<file path="config.mk">
export PLATFORM = sky130hd
export DESIGN_NAME = sync_fifo_flex_flat
export DESIGN_NICKNAME = d
export VERILOG_FILES = /design/src/rtl/sync_fifo_flex_if.sv /design/src/rtl/sync_fifo_flex.sv /design/src/flat_wrapper.sv
export SDC_FILE = /design/constraint.sdc
export NUM_CORES = 1
export LEC_CHECK = 0
export ABC_CLOCK_PERIOD_IN_PS = 6200
export BUFFER_PORTS_ARGS = -buffer_cell sky130_fd_sc_hd__buf_4
export CORE_ASPECT_RATIO = 0.5
export CORE_MARGIN = 4
export CORE_UTILIZATION = 58
export CTS_CLUSTER_DIAMETER = 30
export DETAILED_ROUTE_END_ITERATION = 10
export PLACE_DENSITY = 0.86
export SLEW_MARGIN = 0
export SYNTH_ARGS = -nofsm -noshare
export SYNTH_HDL_FRONTEND = slang
export SYNTH_SLANG_ARGS = --single-unit
</file>
<file path="constraint.sdc">
create_clock -name clk -period 6.2 [get_ports clk]
set_input_delay 0.31 -clock clk [delete_from_list [all_inputs] [get_ports clk]]
set_output_delay 0.31 -clock clk [all_outputs]
set_load 0.02 [all_outputs]
</file>
<file path="src/rtl/sync_fifo_flex_if.sv">
// Handshake and status bundle for sync_fifo_flex; the FIFO takes the slave side
// and the producer/consumer pair drives the master side.
interface sync_fifo_flex_if #(
    parameter int DATA_WIDTH = 32,
    parameter int DATA_DEPTH = 8
);
    localparam int CW = $clog2(DATA_DEPTH) + 1;

    logic                  flush;
    logic [DATA_WIDTH-1:0] din;
    logic                  write_en;
    logic                  read_en;
    logic [DATA_WIDTH-1:0] dout;
    logic                  dout_valid;
    logic                  empty;
    logic                  full;
    logic                  almost_empty;
    logic                  almost_full;
    logic [CW-1:0]         count;
    logic                  overflow;
    logic                  underflow;

    modport slave (
        input  flush, din, write_en, read_en,
        output dout, dout_valid, empty, full, almost_empty, almost_full,
               count, overflow, underflow
    );

    modport master (
        output flush, din, write_en, read_en,
        input  dout, dout_valid, empty, full, almost_empty, almost_full,
               count, overflow, underflow
    );
endinterface

</file>
<file path="src/rtl/sync_fifo_flex.sv">
// Single-clock elastic FIFO with flush, occupancy flags, overflow/underflow
// pulses and a choice of registered or first-word-fall-through read port.
module sync_fifo_flex #(
    parameter int DATA_WIDTH = 32,
    parameter int DATA_DEPTH = 8,
    parameter bit FWFT       = 1'b0,
    parameter int AF_THRESH  = 6,
    parameter int AE_THRESH  = 2
) (
    input  logic            clk,
    input  logic            reset_n,
    sync_fifo_flex_if.slave bus
);
    localparam int AW = $clog2(DATA_DEPTH);
    localparam int PW = AW + 1;
    localparam logic [PW-1:0] AF_LEVEL = PW'(AF_THRESH);
    localparam logic [PW-1:0] AE_LEVEL = PW'(AE_THRESH);

    logic [DATA_WIDTH-1:0] mem [DATA_DEPTH];
    logic [PW-1:0]         wrPtr_q, wrPtr_d;
    logic [PW-1:0]         rdPtr_q, rdPtr_d;
    logic                  overflow_q, overflow_d;
    logic                  underflow_q, underflow_d;
    logic [PW-1:0]         level;
    logic                  isEmpty, isFull;
    logic                  wrAccept, rdAccept;

    // Extra pointer MSB tells a full wrap apart from an empty FIFO.
    assign level    = wrPtr_q - rdPtr_q;
    assign isEmpty  = (wrPtr_q == rdPtr_q);
    assign isFull   = (wrPtr_q[AW] != rdPtr_q[AW]) &&
                      (wrPtr_q[AW-1:0] == rdPtr_q[AW-1:0]);
    assign wrAccept = bus.write_en && !isFull  && !bus.flush;
    assign rdAccept = bus.read_en  && !isEmpty && !bus.flush;

    assign bus.count        = level;
    assign bus.empty        = isEmpty;
    assign bus.full         = isFull;
    assign bus.almost_empty = (level <= AE_LEVEL);
    assign bus.almost_full  = (level >= AF_LEVEL);
    assign bus.overflow     = overflow_q;
    assign bus.underflow    = underflow_q;

    always_comb begin
        wrPtr_d     = wrPtr_q;
        rdPtr_d     = rdPtr_q;
        overflow_d  = 1'b0;
        underflow_d = 1'b0;
        if (bus.flush) begin
            wrPtr_d = '0;
            rdPtr_d = '0;
        end else begin
            if (wrAccept) wrPtr_d = wrPtr_q + 1'b1;
            if (rdAccept) rdPtr_d = rdPtr_q + 1'b1;
            overflow_d  = bus.write_en && isFull;
            underflow_d = bus.read_en && isEmpty;
        end
    end

    always_ff @(posedge clk or negedge reset_n) begin
        if (!reset_n) begin
            wrPtr_q     <= '0;
            rdPtr_q     <= '0;
            overflow_q  <= 1'b0;
            underflow_q <= 1'b0;
        end else begin
            wrPtr_q     <= wrPtr_d;
            rdPtr_q     <= rdPtr_d;
            overflow_q  <= overflow_d;
            underflow_q <= underflow_d;
        end
    end

    // Storage is deliberately left out of reset.
    always_ff @(posedge clk) begin
        if (wrAccept) mem[wrPtr_q[AW-1:0]] <= bus.din;
    end

    generate
        if (FWFT) begin : g_fwft
            assign bus.dout       = mem[rdPtr_q[AW-1:0]];
            assign bus.dout_valid = !isEmpty;
        end else begin : g_std
            logic [DATA_WIDTH-1:0] dout_q;
            logic                  doutValid_q;

            always_ff @(posedge clk or negedge reset_n) begin
                if (!reset_n) begin
                    dout_q      <= '0;
                    doutValid_q <= 1'b0;
                end else begin
                    if (rdAccept) dout_q <= mem[rdPtr_q[AW-1:0]];
                    doutValid_q <= rdAccept;
                end
            end

            assign bus.dout       = dout_q;
            assign bus.dout_valid = doutValid_q;
        end
    endgenerate
endmodule

</file>
<file path="src/flat_wrapper.sv">
// flat-port wrapper written by rule: the top's interface ports become plain ports
module sync_fifo_flex_flat 
#(
    parameter int DATA_WIDTH = 32,
    parameter int DATA_DEPTH = 8,
    parameter bit FWFT       = 1'b0,
    parameter int AF_THRESH  = 6,
    parameter int AE_THRESH  = 2
)
  (clk, reset_n, bus_flush, bus_din, bus_write_en, bus_read_en, bus_dout, bus_dout_valid, bus_empty, bus_full, bus_almost_empty, bus_almost_full, bus_count, bus_overflow, bus_underflow);
  sync_fifo_flex_if #(.DATA_WIDTH(DATA_WIDTH), .DATA_DEPTH(DATA_DEPTH)) bus_i ();
  input  logic clk;
  input  logic reset_n;
  input wire logic [$bits(bus_i.flush)-1:0] bus_flush;
  input wire logic [$bits(bus_i.din)-1:0] bus_din;
  input wire logic [$bits(bus_i.write_en)-1:0] bus_write_en;
  input wire logic [$bits(bus_i.read_en)-1:0] bus_read_en;
  output wire logic [$bits(bus_i.dout)-1:0] bus_dout;
  output wire logic [$bits(bus_i.dout_valid)-1:0] bus_dout_valid;
  output wire logic [$bits(bus_i.empty)-1:0] bus_empty;
  output wire logic [$bits(bus_i.full)-1:0] bus_full;
  output wire logic [$bits(bus_i.almost_empty)-1:0] bus_almost_empty;
  output wire logic [$bits(bus_i.almost_full)-1:0] bus_almost_full;
  output wire logic [$bits(bus_i.count)-1:0] bus_count;
  output wire logic [$bits(bus_i.overflow)-1:0] bus_overflow;
  output wire logic [$bits(bus_i.underflow)-1:0] bus_underflow;
  assign bus_i.flush = bus_flush;
  assign bus_i.din = bus_din;
  assign bus_i.write_en = bus_write_en;
  assign bus_i.read_en = bus_read_en;
  assign bus_dout = bus_i.dout;
  assign bus_dout_valid = bus_i.dout_valid;
  assign bus_empty = bus_i.empty;
  assign bus_full = bus_i.full;
  assign bus_almost_empty = bus_i.almost_empty;
  assign bus_almost_full = bus_i.almost_full;
  assign bus_count = bus_i.count;
  assign bus_overflow = bus_i.overflow;
  assign bus_underflow = bus_i.underflow;
  sync_fifo_flex #(.DATA_WIDTH(DATA_WIDTH), .DATA_DEPTH(DATA_DEPTH), .FWFT(FWFT), .AF_THRESH(AF_THRESH), .AE_THRESH(AE_THRESH)) u_core (.clk(clk), .reset_n(reset_n), .bus(bus_i));
endmodule
</file>
==> impl_metrics.csv <==
group,metric,value,unit
global_route,antenna_found_initial,0,
cells_and_area,fin_nets,697,
cells_and_area,antenna_cells,0,
worst_setup_path,ff2ff_setup_slack,1960,ps
sta,setup-violations-final,0,
worst_setup_path,required,6300,ps
power,vdd_ir_drop_max,0.000185,V
sta,worst_slew_pin_slew,1230,ps
yosys,synth_edf_count,256,
yosys,ys_types,31,
sta,relSlewSlack,0.179,
clock_network,htreeDepth,2,
sta,rsz0062_at_grt,"no",
routing,viasPerCell,6.25,
routing,drt_wl_total,25.5,mm
worst_setup_path,reg2reg_from,"u_core.rdPtr_q[2]",
worst_setup_path,cp_max_fo,34,
cells_and_area,fillers,1057,
hold_path,holdPathEnd,"u_core.mem[0][26]",
sta,hold_viol_final,0,
floorplan,rows,36,
worst_setup_path,cp-end-kind,"flip-flop",
cells_and_area,areaGrowthSynthToFinish,18.6,%
hold_path,timing.hold.worst.class,"in -> reg",
clock_network,cts_sinks,299,
cells_and_area,drive_above_1_share,0.353,
yosys,avgSynthCellArea,20.7,um2
placed_design,placed_area,12400,um2
floorplan,die_h,108,um
worst_setup_path,path_class,"reg -> reg",
yosys,yosysMostFrequentCell,"edfxtp_1",
yosys,synth_area_leaders,"edfxtp_1 67%, mux4_2 13%, dfrtp_1 9.3%",
routing,vias,5909,
sta,period_minus_slack,4240,ps
yosys,syn_nets,598,
global_route,grt_max_degree,69,
run_status,status,"completed",
global_route,grt_pass1_vias,6208,
yosys,synth_top_flop_cell,"edfxtp_1",
hold_path,worstHoldStart,"bus_din[26]",
floorplan,core-area,19500,um2
placed_design,place_ws,2090,ps
yosys,ys_seq_area_frac,0.761,
yosys,ys_seq_elements,299,
worst_setup_path,regToRegEndpoint,"u_core.mem[3][11]",
worst_setup_path,cp.arrival,4330,ps
yosys,async_flop_share,0.144,
sta,worst_slack,1960,ps
yosys,syn_area,11500,um2
worst_setup_path,r2r_cells,6,
routing,firstDrtPassIters,5,
floorplan,die_w,207,um
routing,ant_nets,0,
global_route,grt_pass1_wl,39.1,mm
sta,finalCritPeriodShare,0.683,
clock_network,cts_made_buffers,37,
clock_network,cts_resized,0,
yosys,synth_top_cell_area_share,0.668,
placed_design,routabilityCongestion,0.759,
worst_setup_path,critPathLaunchType,"flip-flop",
yosys,synth_common_cells,"256 x edfxtp_1, 64 x mux4_2, 43 x dfrtp_1, 35 x nand2_1, 34 x mux2i_1",
run,drv_cap,0,
global_route,grt.overflow.total,0,
sta,finalSetupTns,0,ps
clock_network,clock_path_buffers,3,
yosys,netlist_instances,555,
routing,drc,0,
yosys,synth_top_area_cell,"edfxtp_1",
power,power_density,415,nW/um2
clock_network,clkLatencyLatePin,500,ps
placed_design,io_buffer_count,79,
placed_design,dpl.hpwl,12.8,mm
sta,max_freq,0.236,GHz
sta,finClkSkew,15.7,ps
global_route,grt_usage,0.234,
cells_and_area,fin_util,0.701,
sta,hold_slack,51.3,ps
floorplan,start_util,0.592,
hold_path,hold_depth,1,
floorplan,dieArea,22300,um2
clock_network,cts_tree,"done",
power,leakage,4.65,nW
routing,drt_iter0_drc,668,
sta,slew_viol_final,0,
cells_and_area,stdcell_area,13600,um2
yosys,yosysWarningCount,0,
clock_network,cts_root_buf,"clkbuf_16",
floorplan,io_pins,80,
clock_network,clkTransAtPathRegs,60,ps
routing,post_drt_wl_per_cell,27.0,um
## placed cells by master, fill, tap and decap left out, drive strengths merged
cell type	count
clkbuf	41
nand2b	1
mux2i	34
o211ai	5
nor2b	1
fa	1
and3	5
nor3	2
clkinvlp	6
xnor2	4
inv	13
xor2	5
or3	2
dlygate4sd3	1
nand3	1
buf	85
dfrtp	43
nor2	17
ha	5
bufinv	6
edfxtp	256
a21oi	2
mux4	64
o21a	1
nand2	35
clkinv	8
o21ai	36
## timing repair
action,4_1_cts,5_1_grt
setup buffers,0,0
hold buffers,1,0
hold endpoints to repair,43,0
setup endpoints to repair,0,0
## area by class of cell
type / count / area, um2 / area share
multi-input combinational: 221 / 2590 / 0.190
tap: 266 / 333 / 0.0244
clock buffer: 41 / 941 / 0.0689
clock inverter: 24 / 328 / 0.0240
sequential: 299 / 8770 / 0.643
inverter: 9 / 33.8 / 0.00248
timing repair buffer: 86 / 648 / 0.0475
## worst max-delay path by stage
stage                            startpoint           endpoint  slack (ps)  cells after the start
after floorplan           u_core.rdPtr_q[1]   u_core.mem[1][0]        1560                      8
after global routing      u_core.rdPtr_q[2]  u_core.mem[3][15]        1780                      6
after detailed placement  u_core.rdPtr_q[2]  u_core.mem[2][18]        2090                      6
after global placement    u_core.rdPtr_q[2]  u_core.mem[3][18]        2230                      6
final                     u_core.rdPtr_q[2]  u_core.mem[3][11]        1960                      6
after CTS                 u_core.rdPtr_q[2]  u_core.mem[3][11]        1960                      6
## routing by layer
layer / vias up / global-route usage / part of all wire
met5: - / 0 / 0
met4: 0 / 0.0627 / 0.021
met3: 50 / 0.0533 / 0.086
met2: 370 / 0.382 / 0.49
met1: 3062 / 0.327 / 0.40
li1: 2427 / - / -
## cells by family after synthesis
family          after synthesis  share of synthesized area
buf+inv                      35                     0.0190
simple gates                 64                     0.0232
mux                          98                      0.155
fa+ha+maj                     6                    0.00717
xor+xnor                      9                    0.00815
compound gates               44                     0.0264
flops                       299                      0.761
## critical path, cell delays in order (launching register included)
cell,delay (ps)
dfrtp_2,1140
inv_1,190
ha_1,390
nand3_1,330
o21ai_1,240
or3_1,530
nor2_4,1000
## registers in the layout, summed over array words and instances, names as in the netlist
| register | flops |
|---|---|
| u_core.bus.overflow | 1 |
| u_core.wrPtr_q | 4 |
| u_core.mem | 256 |
| u_core.bus.dout_valid | 1 |
| u_core.bus.dout | 32 |
| u_core.bus.underflow | 1 |
| u_core.rdPtr_q | 4 |
## where the power goes
group / internal [mW] / switching (mW)
clock network: 1.37 / 0.846
registers: 2.32 / 0.127
logic: 0.443 / 0.557
total: 4.13 / 1.53
## per-stage QoR
step / power, mW / std cells
after floorplan: 3.08 / 555
after global placement: 3.40 / 880
after detailed placement: 3.45 / 880
after CTS: 5.69 / 946
after global routing: 5.87 / 946
final: 5.66 / 946
Note: power is estimated with default switching activity, not from simulation.
